$ cat src/rtl/nano_pkg.sv
// -----------------------------------------------------------------------------
// nano_pkg
// Shared definitions for the 8-bit nano processor. The control unit, the
// instruction decoder and the ULA all import this package:
//   - opcode values of the 16-bit instruction word
//   - ULA operation codes (the ULA decodes these same values)
//   - control FSM state encoding
//   - instruction field bit positions, plus small field-extraction helpers
// -----------------------------------------------------------------------------
package nano_pkg;

  // Opcodes, instruction bits [15:12]. Values 10..14 are undefined and run as NOP.
  localparam logic [3:0] OP_NOP  = 4'd0;
  localparam logic [3:0] OP_ADD  = 4'd1;
  localparam logic [3:0] OP_SUB  = 4'd2;
  localparam logic [3:0] OP_AND  = 4'd3;
  localparam logic [3:0] OP_OR   = 4'd4;
  localparam logic [3:0] OP_XOR  = 4'd5;
  localparam logic [3:0] OP_MOV  = 4'd6;
  localparam logic [3:0] OP_LDI  = 4'd7;
  localparam logic [3:0] OP_JMP  = 4'd8;
  localparam logic [3:0] OP_BZ   = 4'd9;
  localparam logic [3:0] OP_HALT = 4'd15;

  // ULA operation codes.
  localparam logic [2:0] ULA_ADD    = 3'd0;
  localparam logic [2:0] ULA_SUB    = 3'd1;
  localparam logic [2:0] ULA_AND    = 3'd2;
  localparam logic [2:0] ULA_OR     = 3'd3;
  localparam logic [2:0] ULA_XOR    = 3'd4;
  localparam logic [2:0] ULA_PASS_A = 3'd5;

  // Control FSM states.
  typedef enum logic [2:0] {
    ST_IDLE   = 3'd0,
    ST_FETCH  = 3'd1,
    ST_DECODE = 3'd2,
    ST_EXEC   = 3'd3,
    ST_WB     = 3'd4,
    ST_HALTED = 3'd5
  } state_t;

  // Instruction field positions. imm overlaps rs1/rs2; which one is meaningful
  // depends on the opcode.
  localparam int OPC_LSB = 12;
  localparam int RD_LSB  = 9;
  localparam int RS1_LSB = 6;
  localparam int RS2_LSB = 3;
  localparam int IMM_LSB = 0;

  function automatic logic [3:0] f_opcode(input logic [15:0] instr);
    return instr[OPC_LSB +: 4];
  endfunction

  function automatic logic [2:0] f_rd(input logic [15:0] instr);
    return instr[RD_LSB +: 3];
  endfunction

  function automatic logic [2:0] f_rs1(input logic [15:0] instr);
    return instr[RS1_LSB +: 3];
  endfunction

  function automatic logic [2:0] f_rs2(input logic [15:0] instr);
    return instr[RS2_LSB +: 3];
  endfunction

  function automatic logic [7:0] f_imm(input logic [15:0] instr);
    return instr[IMM_LSB +: 8];
  endfunction

endpackage

$ cat src/rtl/decodificador_instr.sv
// -----------------------------------------------------------------------------
// decodificador_instr
// Purely combinational opcode decoder for the nano processor control unit.
// Ports:
//   opcode    in  4  instruction opcode field
//   ula_op    out 3  ULA operation for ALU/MOV instructions, ULA_ADD otherwise
//   is_alu    out 1  ADD/SUB/AND/OR/XOR/MOV (register result through the ULA)
//   is_ldi    out 1  load immediate
//   is_jmp    out 1  unconditional jump
//   is_bz     out 1  branch if register is zero
//   is_halt   out 1  halt
//   writes_rd out 1  instruction writes the destination register
// -----------------------------------------------------------------------------
module decodificador_instr
  import nano_pkg::*;
(
  input  logic [3:0] opcode,
  output logic [2:0] ula_op,
  output logic       is_alu,
  output logic       is_ldi,
  output logic       is_jmp,
  output logic       is_bz,
  output logic       is_halt,
  output logic       writes_rd
);

  always_comb begin
    // NOTE: every output gets a default before the case so that no path leaves
    // a variable unassigned, which would infer a latch.
    ula_op  = ULA_ADD;
    is_alu  = 1'b0;
    is_ldi  = 1'b0;
    is_jmp  = 1'b0;
    is_bz   = 1'b0;
    is_halt = 1'b0;
    case (opcode)
      OP_ADD:  begin is_alu = 1'b1; ula_op = ULA_ADD;    end
      OP_SUB:  begin is_alu = 1'b1; ula_op = ULA_SUB;    end
      OP_AND:  begin is_alu = 1'b1; ula_op = ULA_AND;    end
      OP_OR:   begin is_alu = 1'b1; ula_op = ULA_OR;     end
      OP_XOR:  begin is_alu = 1'b1; ula_op = ULA_XOR;    end
      OP_MOV:  begin is_alu = 1'b1; ula_op = ULA_PASS_A; end
      OP_LDI:  is_ldi  = 1'b1;
      OP_JMP:  is_jmp  = 1'b1;
      OP_BZ:   is_bz   = 1'b1;
      OP_HALT: is_halt = 1'b1;
      default: ; // NOP and undefined opcodes
    endcase
    writes_rd = is_alu | is_ldi;
  end

endmodule

$ cat src/rtl/controle_execucao.sv
// -----------------------------------------------------------------------------
// controle_execucao
// Multi-cycle control unit of the 8-bit nano processor. Each instruction walks
// FETCH -> DECODE -> [EXEC] -> [WB] so the register bank's registered read
// latency is honoured and a write always lands before the next read samples.
// Ports:
//   clk, rst             clock; asynchronous active-low reset
//   start        in  1   begin from IDLE / restart from HALTED (ignored if busy)
//   instr_addr   out PC_W ROM address (the program counter)
//   instr_data   in  16  ROM data, one cycle after instr_addr
//   add_r1/add_r2 out 3  bank read addresses
//   dado_r1/dado_r2 in 8 bank read data (registered in the bank)
//   wr_en/add_wr/dado_wr bank write port
//   ula_op       out 3   ULA operation
//   ula_res      in  8   ULA result of dado_r1 op dado_r2
//   busy         out 1   executing (FETCH/DECODE/EXEC/WB)
//   halted       out 1   stopped on HALT
// -----------------------------------------------------------------------------
module controle_execucao
  import nano_pkg::*;
#(
  parameter int PC_W = 8
) (
  input  logic            clk,
  input  logic            rst,
  input  logic            start,
  output logic [PC_W-1:0] instr_addr,
  input  logic [15:0]     instr_data,
  output logic [2:0]      add_r1,
  output logic [2:0]      add_r2,
  input  logic [7:0]      dado_r1,
  input  logic [7:0]      dado_r2,
  output logic            wr_en,
  output logic [2:0]      add_wr,
  output logic [7:0]      dado_wr,
  output logic [2:0]      ula_op,
  input  logic [7:0]      ula_res,
  output logic            busy,
  output logic            halted
);

  state_t          state_q, state_d;
  logic [PC_W-1:0] pc_q, pc_d;
  logic [15:0]     ir_q, ir_d;
  logic [7:0]      res_q, res_d;

  // In DECODE the word is still on the ROM bus; afterwards it lives in IR.
  // One decoder serves both phases through this mux.
  logic [15:0] word;
  logic [2:0]  dec_ula_op;
  logic        dec_is_alu, dec_is_ldi, dec_is_jmp, dec_is_bz, dec_is_halt;
  logic        dec_writes_rd;
  logic [7:0]  imm;

  assign word = (state_q == ST_DECODE) ? instr_data : ir_q;
  assign imm  = f_imm(word);

  decodificador_instr u_dec (
    .opcode    (f_opcode(word)),
    .ula_op    (dec_ula_op),
    .is_alu    (dec_is_alu),
    .is_ldi    (dec_is_ldi),
    .is_jmp    (dec_is_jmp),
    .is_bz     (dec_is_bz),
    .is_halt   (dec_is_halt),
    .writes_rd (dec_writes_rd)
  );

  // Operand B goes straight from the bank to the ULA; control never inspects it.
  logic unused_dado_r2;
  assign unused_dado_r2 = ^dado_r2;

  assign instr_addr = pc_q;

  always_ff @(posedge clk or negedge rst) begin
    if (!rst) begin
      state_q <= ST_IDLE;
      pc_q    <= '0;
      ir_q    <= '0;
      res_q   <= '0;
    end else begin
      // NOTE: non-blocking assignments so every register samples the values
      // from before this edge, independent of statement order.
      state_q <= state_d;
      pc_q    <= pc_d;
      ir_q    <= ir_d;
      res_q   <= res_d;
    end
  end

  always_comb begin
    state_d = state_q;
    pc_d    = pc_q;
    ir_d    = ir_q;
    res_d   = res_q;
    add_r1  = '0;
    add_r2  = '0;
    wr_en   = 1'b0;
    add_wr  = '0;
    dado_wr = '0;
    ula_op  = '0;
    busy    = 1'b0;
    halted  = 1'b0;

    case (state_q)
      ST_IDLE: begin
        if (start) state_d = ST_FETCH;
      end

      ST_FETCH: begin
        busy    = 1'b1;
        state_d = ST_DECODE;
      end

      ST_DECODE: begin
        busy = 1'b1;
        ir_d = instr_data;
        // Present read addresses now so the bank's registered outputs are
        // valid in EXEC. BZ tests the register named in the rd field.
        add_r1 = dec_is_bz ? f_rd(word) : f_rs1(word);
        add_r2 = f_rs2(word);
        if (dec_is_jmp)       pc_d = imm[PC_W-1:0];
        else if (!dec_is_halt) pc_d = pc_q + 1'b1;
        if (dec_is_alu || dec_is_bz) state_d = ST_EXEC;
        else if (dec_is_ldi)         state_d = ST_WB;
        else if (dec_is_halt)        state_d = ST_HALTED;
        else                         state_d = ST_FETCH;
      end

      ST_EXEC: begin
        busy   = 1'b1;
        add_r1 = dec_is_bz ? f_rd(word) : f_rs1(word);
        add_r2 = f_rs2(word);
        ula_op = dec_ula_op;
        if (dec_is_bz) begin
          if (dado_r1 == 8'h00) pc_d = imm[PC_W-1:0];
          state_d = ST_FETCH;
        end else begin
          res_d   = ula_res;
          state_d = ST_WB;
        end
      end

      ST_WB: begin
        busy    = 1'b1;
        wr_en   = dec_writes_rd;
        add_wr  = f_rd(word);
        dado_wr = dec_is_ldi ? imm : res_q;
        state_d = ST_FETCH;
      end

      ST_HALTED: begin
        halted = 1'b1;
        if (start) begin
          pc_d    = '0;
          state_d = ST_FETCH;
        end
      end

      default: state_d = ST_IDLE;
    endcase
  end

endmodule

$ cat config.mk
export PLATFORM = sky130hd
export DESIGN_NAME = controle_execucao
export DESIGN_NICKNAME = d
export VERILOG_FILES = /design/src/rtl/nano_pkg.sv /design/src/rtl/decodificador_instr.sv /design/src/rtl/controle_execucao.sv
export SDC_FILE = /design/constraint.sdc
export NUM_CORES = 1
export LEC_CHECK = 0
export BUFFER_PORTS_ARGS = -buffer_cell sky130_fd_sc_hd__buf_4
export CELL_PAD_IN_SITES_DETAIL_PLACEMENT = 1
export CELL_PAD_IN_SITES_GLOBAL_PLACEMENT = 1
export CORE_ASPECT_RATIO = 2
export CORE_MARGIN = 2
export CORE_UTILIZATION = 25
export CTS_BUF_LIST = sky130_fd_sc_hd__clkbuf_16
export DETAILED_ROUTE_END_ITERATION = 6
export GPL_TIMING_DRIVEN = 0
export PLACE_DENSITY_LB_ADDON = 0.1
export SLEW_MARGIN = 20
export SYNTH_ARGS = -nofsm -noshare
export SYNTH_HDL_FRONTEND = slang
export SYNTH_SLANG_ARGS = --single-unit
$ cat constraint.sdc
create_clock -name clk -period 6.7 [get_ports clk]
set_clock_uncertainty 0.2 [all_clocks]
set_input_delay 0.335 -clock clk [delete_from_list [all_inputs] [get_ports clk]]
set_output_delay 0.335 -clock clk [all_outputs]
set_load 0.005 [all_outputs]
# == After elaboration in Yosys (flattened, before gate mapping) ==
# Cells that the tools add are included.
# word_totals
latchBits,0
inputBits,43
elab_cells,66
out_inout_bits,31
rom_bits,0
ff_bits,35
mem_bits_rw,0
memories,0
# op_classes
order_cmp,0
bitwise_logic,2
div,0
eq_ne,20
n_shift,0
mul,0
add_sub_neg,1
mux,29
reduce_logical,10
# ops
op,count
2-to-1 mux 8 bit,7
2-to-1 mux 3 bit,10
case mux 3 bit (5 select lines),2
case mux 8 bit (3 select lines),1
equality test 4 x 3 -> 1 bit (second input constant),4
2-to-1 mux 16 bit,1
equality test 4 bit (second input constant),3
adder 8 x 1 -> 8 bit (second input constant),1
equality test 4 x 2 -> 1 bit (second input constant),2
zero test 8 bit,1
2-to-1 mux 1 bit,8
equality test 3 x 2 -> 1 bit (second input constant),2
equality test 3 bit (second input constant),2
!= test 2 bit (second input constant),3
OR reduction 6 bit,1
AND reduction 5 bit,1
equality test 4 x 1 -> 1 bit (second input constant),1
OR reduction 2 bit,2
OR reduction 4 bit,1
equality test 3 x 1 -> 1 bit (second input constant),1
zero test 3 bit,1
!= test 3 bit (second input constant),1
nonzero test 3 bit,1
!= test 2 x 1 -> 1 bit (second input constant),1
4 further kinds,4

# == Logic depth before layout (Yosys ltp) ==
# Gate-level depths: netlist (run 1).
# depth
ltp_word,8
mapped_depth,9
depth_no_buf,7

# == Modules after synthesis ==
# From an unflattened synthesis (run 1), not the netlist that was laid out.
# unflattened
cells_unflattened,254
hier_area_um2,2167.1
# modules_own_cells
mod,area_per_inst_um2,seq_area_each_um2,instances,cells_each
controle_execucao,2058.2,875.8,1,237
decodificador_instr,108.9,0.0,1,17

# == Least setup slack after synthesis (run 1) ==
# OpenSTA, ideal clock, no wires.
# synth_timing
kind,register to output
from,reg state_q[0]
to,out dado_wr[0]
slack_ps,4383
arrival_time_ps,1782
n_path_buf,3
path_stages_with_launch,10
required_time_ps,6165
cell_sequence,dfrtp_1 buf_4 nor3b_2 buf_6 mux2i_4 inv_4 o211ai_1 buf_6 mux2i_1 nor2_1
# synth_between
elab_chain_cells,6
word_cells_on_any_way,7
cone_classes,eq/ne: 3; mux: 4
# synth_rtl
item,line_no,rtl
start: declaration,controle_execucao.sv:42,"state_t state_q, state_d;"
start signal: assignment,controle_execucao.sv:84,state_q <= state_d;
equality test 3 x 2 -> 1 bit,controle_execucao.sv:55,assign word = (state_q == ST_DECODE) ? instr_data : ir_q;
2-to-1 mux 16 bit,-,
equality test 4 x 3 -> 1 bit,decodificador_instr.sv:36,case (opcode)
2-to-1 mux 1 bit,decodificador_instr.sv:36,
2-to-1 mux 8 bit,controle_execucao.sv:148,dado_wr = dec_is_ldi ? imm : res_q;
2-to-1 mux 8 bit (*),controle_execucao.sv:105,case (state_q)
end: declaration,controle_execucao.sv:35,"output logic [7:0] dado_wr,"
# Mark *: on every way between the ends. The rest lies on a longest branch, timed or not.

# == Final worst setup path (run 1) ==
# layout_timing
from,reg state_q[0]
to,out add_r1[2]
# layout_between
elab_chain_cells,6
word_cells_on_any_way,8
cone_classes,eq/ne: 3; mux: 4; reduce/logical: 1
# layout_rtl
item,line_no,rtl
equality test 3 x 2 -> 1 bit,"controle_execucao.sv:55, controle_execucao.sv:105",
2-to-1 mux 16 bit,-,
equality test 4 bit,decodificador_instr.sv:36,
2-to-1 mux 1 bit,decodificador_instr.sv:36,
2-to-1 mux 3 bit,"controle_execucao.sv:120, controle_execucao.sv:132",
2-to-1 mux 3 bit (*),-,
end: declaration,controle_execucao.sv:29,"output logic [2:0] add_r1,"
# Marked as above.

==> flow_summary_export.csv, run 1 <==
group,metric,value,unit
status,outcome,"complete, no violations",
cts,clk_pin_slew,60,ps
cts,cts-buffers-inserted,5,
route,drt_wl_total,7.73,mm
sta,maxSlewHeadroom,44.5,%
synthesis,syn_area_per_cell,9.30,sq um
layout,multi_input_area,1190,sq um
global_route,grt.total_usage,16.9,%
cts,cts_tree,"yes",
layout,fin_nets,352,
sta,drv_slew,0,
setup_path,cp_num_buf_inv,3,
route,highest_layer,"met4",
route,wl_per_cell,18.9,microns
layout,regArea,876,sq um
synthesis,synth_warnings,0,
route,wl_met2,4.34,mm
route,viasPerCell,4.96,
sta,fin_crit,3080,ps
setup_path,slowest_delay,570,ps
cts,clk_latency,290,ps
cts,cts_resized,0,
cts,h-tree-depth,2,
setup_path,worst-path-max-fanout,10,
route,met3_length,265,microns
pwr,ir_worst_vdd,184,uV
pwr,p_leak,1.35,nW
synthesis,syn-num-nets,280,
sta,rsz0062_at_grt,"no",
floorplanning,initial_core_util,25.6,%
synthesis,synthTopCellsByArea,"dfrtp_1, mux2_2, mux2i_1",
route,vias,2028,
route,drt_iter0_markers,50,
global_route,antenna_found_initial,0,
setup_path,cp-start-kind,"register",
floorplanning,die_w,70.3,microns
cts,cts_sinks,35,
synthesis,yosys.area.top_type,"dfrtp_1",
setup_path,path_common_cell,"buf_4",
route,drc,0,
setup_path,slowest_stage,"mux2i_2",
place,dp_hpwl,5.99,mm
floorplanning,core_area,8590,sq um
sta,hold_viol,0,
floorplanning,die_h,137,microns
layout,diodes,0,
setup_path,critPathTopFamily,"multiplexers",
floorplanning,io_pins,74,
global_route,overflow,0,
layout,drive_above_1_share,33.3,%
layout,fillers,1025,
place,gp_congestion,0.852,
setup_path,crit_arrival,2550,ps
cts,clock_path_buffers,2,
sta,fin_ws,3620,ps
setup_path,endpoint_kind,"output port",
sta,min_period_over_period,46.0,%
place,pre_cts_ws,3910,ps
setup_path,path_cells,"buf_4 -> nor3b_2 -> buf_6 -> mux2i_2 -> nor2_1 -> a211oi_1 -> buf_4",
synthesis,ys_seq_area_share,39.9,%
cts,root_buffer,"clkbuf_16",
floorplanning,dieArea,9590,sq um
route,drtPass1Iterations,4,
sta,fmaxAchievable,325,MHz
synthesis,synth_cell_types,46,
setup_path,cp.required,6160,ps
global_route,grt_pass1_vias,2117,
synthesis,syn_inst,236,
route,antenna_left,0,
synthesis,synth_top_cell_area_share,39.9,%
global_route,grt_pass1_wl,12.2,mm
global_route,grt_max_degree,36,
sta,worst_pin_slew,823,ps
layout,syn_to_final_growth,34.4,%
floorplanning,rows,48,
route,met1_length,3.00,mm
min_path,hp-class,"input pin to register",
sta,setup_violations,0,
job,timing.max_cap.violations,0,
setup_path,critical_path_class,"register to output port",
pwr,power-per-cell-area,483,nW/um^2
synthesis,ys_ff_latch,35,
place,place.port_buffers,64,
sta,fin_tns_setup,0,ps
synthesis,syn_area,2190,sq um
-- worst register-to-register path: cells and delay by family, from the launching register on --
family	cells	cell delay, ps
AO/OA/AOI/OAI	1	380
buffers and inverters	2	350
flip-flops	1	350
multiplexers	1	580
AND/OR/NAND/NOR	2	470
-- cell families after synthesis --
kind of cell               share of synthesized area [%]
xor gates and xnor gates                            2.00
DFF                                                 39.9
muxes                                               17.2
adders and majority gates                          0.570
AOI/OAI and AO/OA                                   14.3
buffers and inverters                               5.87
and+or+nand+nor                                     20.2
-- metal layers --
layer  track usage (%)  vias to the layer above
met4              6.20                        0
met2              32.0                       44
met1              18.3                      988
li1                  -                      990
met3              3.09                        6
met5                 0                        -
-- stage by stage --
stage	instances	utilization, %	total power [mW]	cell area, sq um	hold slack, ps
floorplan	236	-	0.911	2190	-161
global placement	400	32.6	1.20	2800	147
detailed placement	400	32.6	1.21	2800	156
CTS	409	34.4	1.45	2950	71.7
global route	409	34.4	1.54	2950	78.5
finish	409	34.4	1.43	2950	79.9
-- registers in the layout, indices dropped and copies added (netlist names) --
register and cells:
res_q 8, instr_addr 8, ir_q 16, state_q 3
-- placed cells by master, fill, tap and decap left out, types with 5 or more instances in the layout --
cell type  synthesis  layout
buf_4              1      65
dfrtp_1           35      35
nor2_1            31      31
nand2_1           18      18
mux2_2            17      17
mux2i_1           15      15
inv_1             14      14
nand3_1           11      11
a21oi_1            8       8
nor3_1             7       7
a31oi_1            6       6
buf_2              5       5
o21ai_0            5       5
clkbuf_16          0       5
-- path summary, 6_finish.rpt --
path / slack (ps) / depth (start not counted) / endpoint / startpoint
setup reg to reg: 4250 / 6 / state_q[0] / state_q[0]
hold reg to reg: 300 / 1 / ir_q[8] / ir_q[8]
min in group asynchronous: 350 / 2 / ir_q[15] / rst
max in group asynchronous: 5580 / 2 / res_q[1] / rst
setup / recovery: 3620 / 7 / add_r1[2] / state_q[0]
hold / removal: 80 / 2 / res_q[6] / ula_res[6]
-- timing repair --
action,CTS,global route
hold endpoints to repair,35,0
hold buffers,1,0
setup buffers,0,0
-- synthesized netlist by cell type, drive strengths merged --
cell type,n
nor3,7
nand4,1
mux2i,17
a22o,1
and2,3
mux2,17
xor2,1
dfrtp,35
clkbuf,4
o32ai,1
o311ai,1
or2b,1
o21a,1
nor4,2
buf,8
nor2,32
nor3b,3
a211oi,4
o21ai,5
nand2,18
ha,1
and3b,1
and3,4
or3,2
inv,15
a21oi,8
a311o,2
a32oi,4
nand2b,1
a31oi,6
xnor2,4
a221o,1
o221ai,3
a31o,2
nor2b,3
o31ai,2
nand3,11
o211ai,3
nand4bb,1
-- area by class of cell --
| type | count | area share, % |
|---|---|---|
| multi-input combinational | 174 | 40.3 |
| clock inverter | 3 | 0.509 |
| tap | 100 | 4.24 |
| sequential | 35 | 29.7 |
| inverter | 15 | 1.99 |
| clock buffer | 5 | 4.24 |
| timing repair buffer | 65 | 16.6 |
| buffer | 12 | 2.37 |
-- power by group --
group / internal (mW) / switching, mW
clock network: 0.135 / 0.0983
registers: 0.321 / 0.0975
logic: 0.362 / 0.412
Note: power is estimated with default switching activity, not from simulation.
==> inputs of run 2 (changes only) <==
clock period = 2.88 ns   (was 6.7 ns; I/O delays follow)
==> run 2 against run 1 <==
Count of clock-buffer cells in the layout did not move. Critical path depth up 3. Combinational power grew 140%. First-iteration DRC count increased by 4.0%. Clock power is 130% higher. Flip-flop and latch count is the same. Final area up 7.6%. Via count up 4.7%. Register-to-register slack worse by 3700 ps. Worst hold slack worse by 70 ps.
==> flow_summary_export.csv, run 2 (synthesis results as in run 1) <==
group,metric,value,unit
status,outcome,"complete, no violations",
sta,hold_viol,0,
layout,drive_above_1_share,31.8,%
route,drt_wl_total,7.92,mm
cts,cts_tree,"yes",
floorplanning,rows,48,
cts,h-tree-depth,2,
global_route,grt_pass1_wl,12.4,mm
sta,min_period_over_period,95.1,%
sta,fin_ws,142,ps
global_route,grt_pass1_vias,2233,
pwr,clockPowerShare,16.0,%
pwr,p_sw_share,42.5,%
cts,cts_sinks,35,
layout,mostFrequentLayoutCell,"buf_4",
global_route,grt_max_degree,36,
setup_path,crit_arrival,2390,ps
global_route,grt.total_usage,17.1,%
min_path,hold_start,"instr_data[15]",
floorplanning,dieArea,9590,sq um
route,vias,2124,
pwr,p_leak,1.44,nW
route,drc,0,
route,drt_iter0_markers,52,
route,drtPass1Iterations,4,
floorplanning,die_w,70.3,microns
route,antenna_left,0,
pwr,ir_worst_vdd,431,uV
sta,rsz0062_at_grt,"no",
min_path,min_path_cells,3,
floorplanning,core_area,8590,sq um
setup_path,slowest_stage,"dfrtp_1",
setup_path,path_cells,"buf_4 -> nor3b_2 -> buf_6 -> mux2i_4 -> inv_4 -> o211ai_1 -> buf_6 -> mux2i_1 -> nor2_1 -> buf_4",
setup_path,crit_start,"state_q[0]",
sta,maxSlewHeadroom,43.1,%
cts,clk_pin_slew,60,ps
layout,diodes,0,
setup_path,critPathTopFamily,"buffers and inverters",
cts,clock_path_buffers,2,
cts,root_buffer,"clkbuf_16",
pwr,total_power,3.38,mW
place,dp_hpwl,5.99,mm
sta,fin_crit,2740,ps
setup_path,critical_path_class,"register to output port",
sta,worst_pin_slew,845,ps
layout,syn_to_final_growth,44.6,%
pwr,combinationalPowerShare,55.2,%
sta,setup_violations,0,
setup_path,path_depth,10,
setup_path,endpoint_kind,"output port",
sta,fin_tns_setup,0,ps
sta,holdWs,9.93,ps
floorplanning,die_h,137,microns
global_route,overflow,0,
layout,fin_nets,373,
job,timing.max_cap.violations,0,
layout,fillers,1017,
pwr,p_seq_share,28.8,%
pwr,power_switching,1.44,mW
floorplanning,io_pins,74,
pwr,power-per-cell-area,1070,nW/um^2
place,place.port_buffers,64,
layout,regArea,876,sq um
route,wl_per_cell,18.4,microns
sta,drv_slew,0,
layout,largest_register_ff_count,16,
setup_path,worst-path-max-fanout,9,
cts,cts-buffers-inserted,5,
layout,multi_input_area,1200,sq um
min_path,hp-class,"input pin to register",
route,viasPerCell,4.94,
global_route,antenna_found_initial,0,
cts,clk_latency,290,ps
setup_path,slowest_delay,350,ps
setup_path,cp.required,2540,ps
place,gp_congestion,0.852,
floorplanning,initial_core_util,25.6,%
layout,layout_common_cells,"buf_4, dfrtp_1, nor2_1, dlygate4sd3_1, nand2_1",
pwr,power.internal,1.95,mW
setup_path,cp_num_buf_inv,5,
layout,top_register,"ir_q",
setup_path,reg2reg_from,"state_q[0]",
place,pre_cts_ws,282,ps
setup_path,reg2reg_depth,8,
sta,fmaxAchievable,365,MHz
setup_path,cp-start-kind,"register",
[run 2: cell count changes in the layout (fill, tap and decap cells not counted)]
cell	delta
mux2i_4	+1
buf_4	+2
dlygate4sd3_1	+20
nor2_1	-1
mux2i_2	-1
clkbuf_4	+1
buf_2	-2
nor2_2	+1
[run 2: through the flow]
stage | cell area [sq um] | cells | utilization [%]
after floorplan | 2190 | 236 | -
after global placement | 2800 | 400 | 32.6
final | 3170 | 430 | 37.0
after global routing | 3170 | 430 | 37.0
after CTS | 3170 | 430 | 36.9
after detailed placement | 2800 | 400 | 32.6
[run 2: tightest hold or removal path: stages]
cell and delay (ps):
buf_4 110, mux2i_1 120, inv_1 90
[run 2: final cells by class]
type	instances	area share (%)
buffer	12	2.37
clock buffer	5	3.94
clock inverter	3	0.473
inverter	15	1.85
multi-input combinational	174	37.8
sequential	35	27.6
tap	100	3.94
timing repair buffer	86	22.0
[run 2: power groups by stage]
stage	clock [mW]	combinational (mW)	sequential, mW
after floorplan	0	1.21	0.912
after global placement	0	1.82	0.972
after detailed placement	0	1.82	0.983
after CTS	0.562	1.89	0.977
after global routing	0.578	2.05	1.02
final	0.543	1.87	0.974
[run 2: final timing paths]
| check | to | slack (ps) |
|---|---|---|
| worst max-delay path | dado_wr[2] | 140 |
| worst min-delay path | ir_q[15] | 10 |
| worst max register to register | instr_addr[2] | 540 |
| worst min register to register | ir_q[8] | 300 |
| max in group asynchronous | res_q[1] | 1950 |
| min in group asynchronous | ir_q[13] | 160 |
[run 2: repair_timing]
action / 4_1_cts / 5_1_grt
hold buffers: 21 / 0
resized for setup: 1 / 4
buffers inserted: 1 / 0
hold endpoints to repair: 55 / 0
setup endpoints to repair: 11 / 13
[run 2: metal layers]
metal	global-route usage, %	routed length [microns]	vias up
met3	2.58	211	8
met1	17.8	3050	1039
met5	0	0	-
li1	-	-	1030
met2	33.8	4540	47
met4	6.20	126	0
==> inputs of run 3 (changes only) <==
CORE_ASPECT_RATIO = 1.2   (was 2)
==> run 3 against run 2 <==
Core utilization grew 0.63 points. Power about the same. Global-route usage shrank 1.1 points. Largest power group unchanged.
==> flow_summary_export.csv, run 3 (synthesis results as in run 1) <==
group,metric,value,unit
floorplanning,die_w,89.5,microns
sta,fin_ws,157,ps
setup_path,ff2ff_setup_slack,510,ps
global_route,grt_pass1_wl,11.7,mm
setup_path,critPathCapture,"dado_wr[4]",
floorplanning,core_area,8560,sq um
route,wl_per_cell,16.3,microns
global_route,antenna_found_initial,0,
place,placedCellCount,417,
sta,hold_viol,0,
setup_path,worst-path-max-fanout,9,
place,dp_hpwl,5.45,mm
route,antenna_left,0,
layout,fin_util,37.6,%
setup_path,cp.required,2540,ps
cts,clk_latency,280,ps
layout,largest_register_ff_count,16,
setup_path,slowest_delay,360,ps
setup_path,cp_num_buf_inv,5,
route,highest_layer,"met4",
place,pre_cts_ws,306,ps
setup_path,reg2reg_from,"state_q[0]",
layout,final_area,3220,sq um
sta,drv_slew,0,
cts,cts_sinks,35,
layout,layout_common_cells,"buf_4, dfrtp_1, nor2_1, dlygate4sd3_1, nand2_1",
setup_path,r2r_end,"instr_addr[6]",
floorplanning,rows,37,
layout,syn_to_final_growth,46.7,%
cts,h-tree-depth,2,
setup_path,critPathTopFamily,"buffers and inverters",
route,drc,0,
layout,fin_cells,449,
pwr,p_leak,1.45,nW
global_route,grt_max_degree,36,
layout,top_register,"ir_q",
min_path,hp-class,"input pin to register",
global_route,overflow,0,
floorplanning,io_pins,74,
setup_path,crit_arrival,2380,ps
place,dpl-instance-area,2820,sq um
global_route,grt.total_usage,16.0,%
setup_path,critical_path_class,"register to output port",
route,vias,2127,
setup_path,crit_start,"state_q[0]",
setup_path,path_cells,"buf_4 -> nor3b_2 -> buf_6 -> mux2i_4 -> inv_4 -> o211ai_1 -> buf_6 -> mux2i_1 -> nor2_1 -> buf_4",
sta,holdWs,30.9,ps
pwr,power-per-cell-area,1050,nW/um^2
sta,rsz0062_at_grt,"no",
layout,drive_above_1_share,32.5,%
sta,fin_tns_setup,0,ps
route,wl_met2,3.71,mm
route,drt_wl_total,7.34,mm
cts,clk_pin_slew,60,ps
layout,diodes,0,
route,drt_iter0_markers,28,
sta,fmaxAchievable,367,MHz
pwr,total_power,3.38,mW
sta,worst_pin_slew,712,ps
route,drtPass1Iterations,4,
layout,mostFrequentLayoutCell,"buf_4",
job,timing.max_cap.violations,0,
sta,setup_violations,0,
setup_path,path_depth,10,
pwr,ir_worst_vdd,318,uV
setup_path,cp-start-kind,"register",
setup_path,slowest_stage,"dfrtp_1",
global_route,grt_pass1_vias,2249,
status,outcome,"complete, no violations",
floorplanning,dieArea,9550,sq um
floorplanning,initial_core_util,25.6,%
cts,cts-buffers-inserted,5,
route,viasPerCell,4.74,
setup_path,endpoint_kind,"output port",
sta,min_period_over_period,94.6,%
setup_path,reg2reg_depth,8,
route,met1_length,3.18,mm
cts,cts_tree,"yes",
sta,fin_crit,2720,ps
place,gp_congestion,0.852,
floorplanning,die_h,107,microns
place,place.port_buffers,64,
sta,maxSlewHeadroom,52.1,%
layout,fillers,1011,
cts,root_buffer,"clkbuf_16",
layout,fin_nets,375,
cts,clock_path_buffers,2,
route,met3_length,302,microns
run 3: cell count changes in the layout (fill, tap and decap cells not counted):
cell	previous run	this run
buf_2	3	4
clkinv_1	2	0
clkinvlp_4	1	2
dlygate4sd3_1	21	22
inv_6	0	1
run 3: worst reg2reg max path, delay by kind of cell, from the launching register on:
kind	cells	cell delay (ps)
AND/OR/NAND/NOR	2	460
multiplexers	1	330
flip-flops	1	360
buffers and inverters	3	470
AO/OA/AOI/OAI	2	460
run 3: where the power goes:
part	leakage [nW]	switching [mW]	total, mW	internal, mW
Sequential	0.409	0.222	0.968	0.747
Combinational	0.975	0.963	1.86	0.892
Clock	0.0664	0.236	0.560	0.324
Total	1.45	1.42	3.38	1.96
run 3: final cells by class:
| cell class | count | area [sq um] | area share [%] |
|---|---|---|---|
| tap | 117 | 146 | 4.55 |
| timing repair buffer | 88 | 716 | 22.2 |
| sequential | 35 | 876 | 27.2 |
| clock buffer | 5 | 125 | 3.89 |
| buffer | 12 | 72.6 | 2.25 |
| clock inverter | 3 | 23.8 | 0.738 |
| multi-input combinational | 174 | 1200 | 37.3 |
| inverter | 15 | 58.8 | 1.83 |
run 3: worst min-delay path by stage:
| stage | slack, ps | end | cells after the start | from |
|---|---|---|---|---|
| 3_3_place_gp | -50 | state_q[2] | 1 | rst |
| 2_1_floorplan | -350 | instr_addr[0] | 0 | rst |
| 3_5_place_dp | -50 | instr_addr[7] | 1 | rst |
| 4_1_cts | 30 | state_q[1] | 4 | instr_data[14] |
| 6_report | 30 | state_q[1] | 4 | instr_data[14] |
| 5_1_grt | 50 | ir_q[13] | 3 | instr_data[13] |
run 3: metal layers:
layer  vias to the layer above  global-route usage, %
met4                         0                   5.65
met3                        11                   2.54
met2                        53                   27.2
li1                       1041                      -
met1                      1022                   20.2
met5                         -                      0
run 3: timing repair:
action	CTS	global route
hold buffers	22	0
cloned	0	0
buffers inserted	0	2
hold endpoints to repair	56	0
gates resized for setup	1	2
setup endpoints to repair	2	11
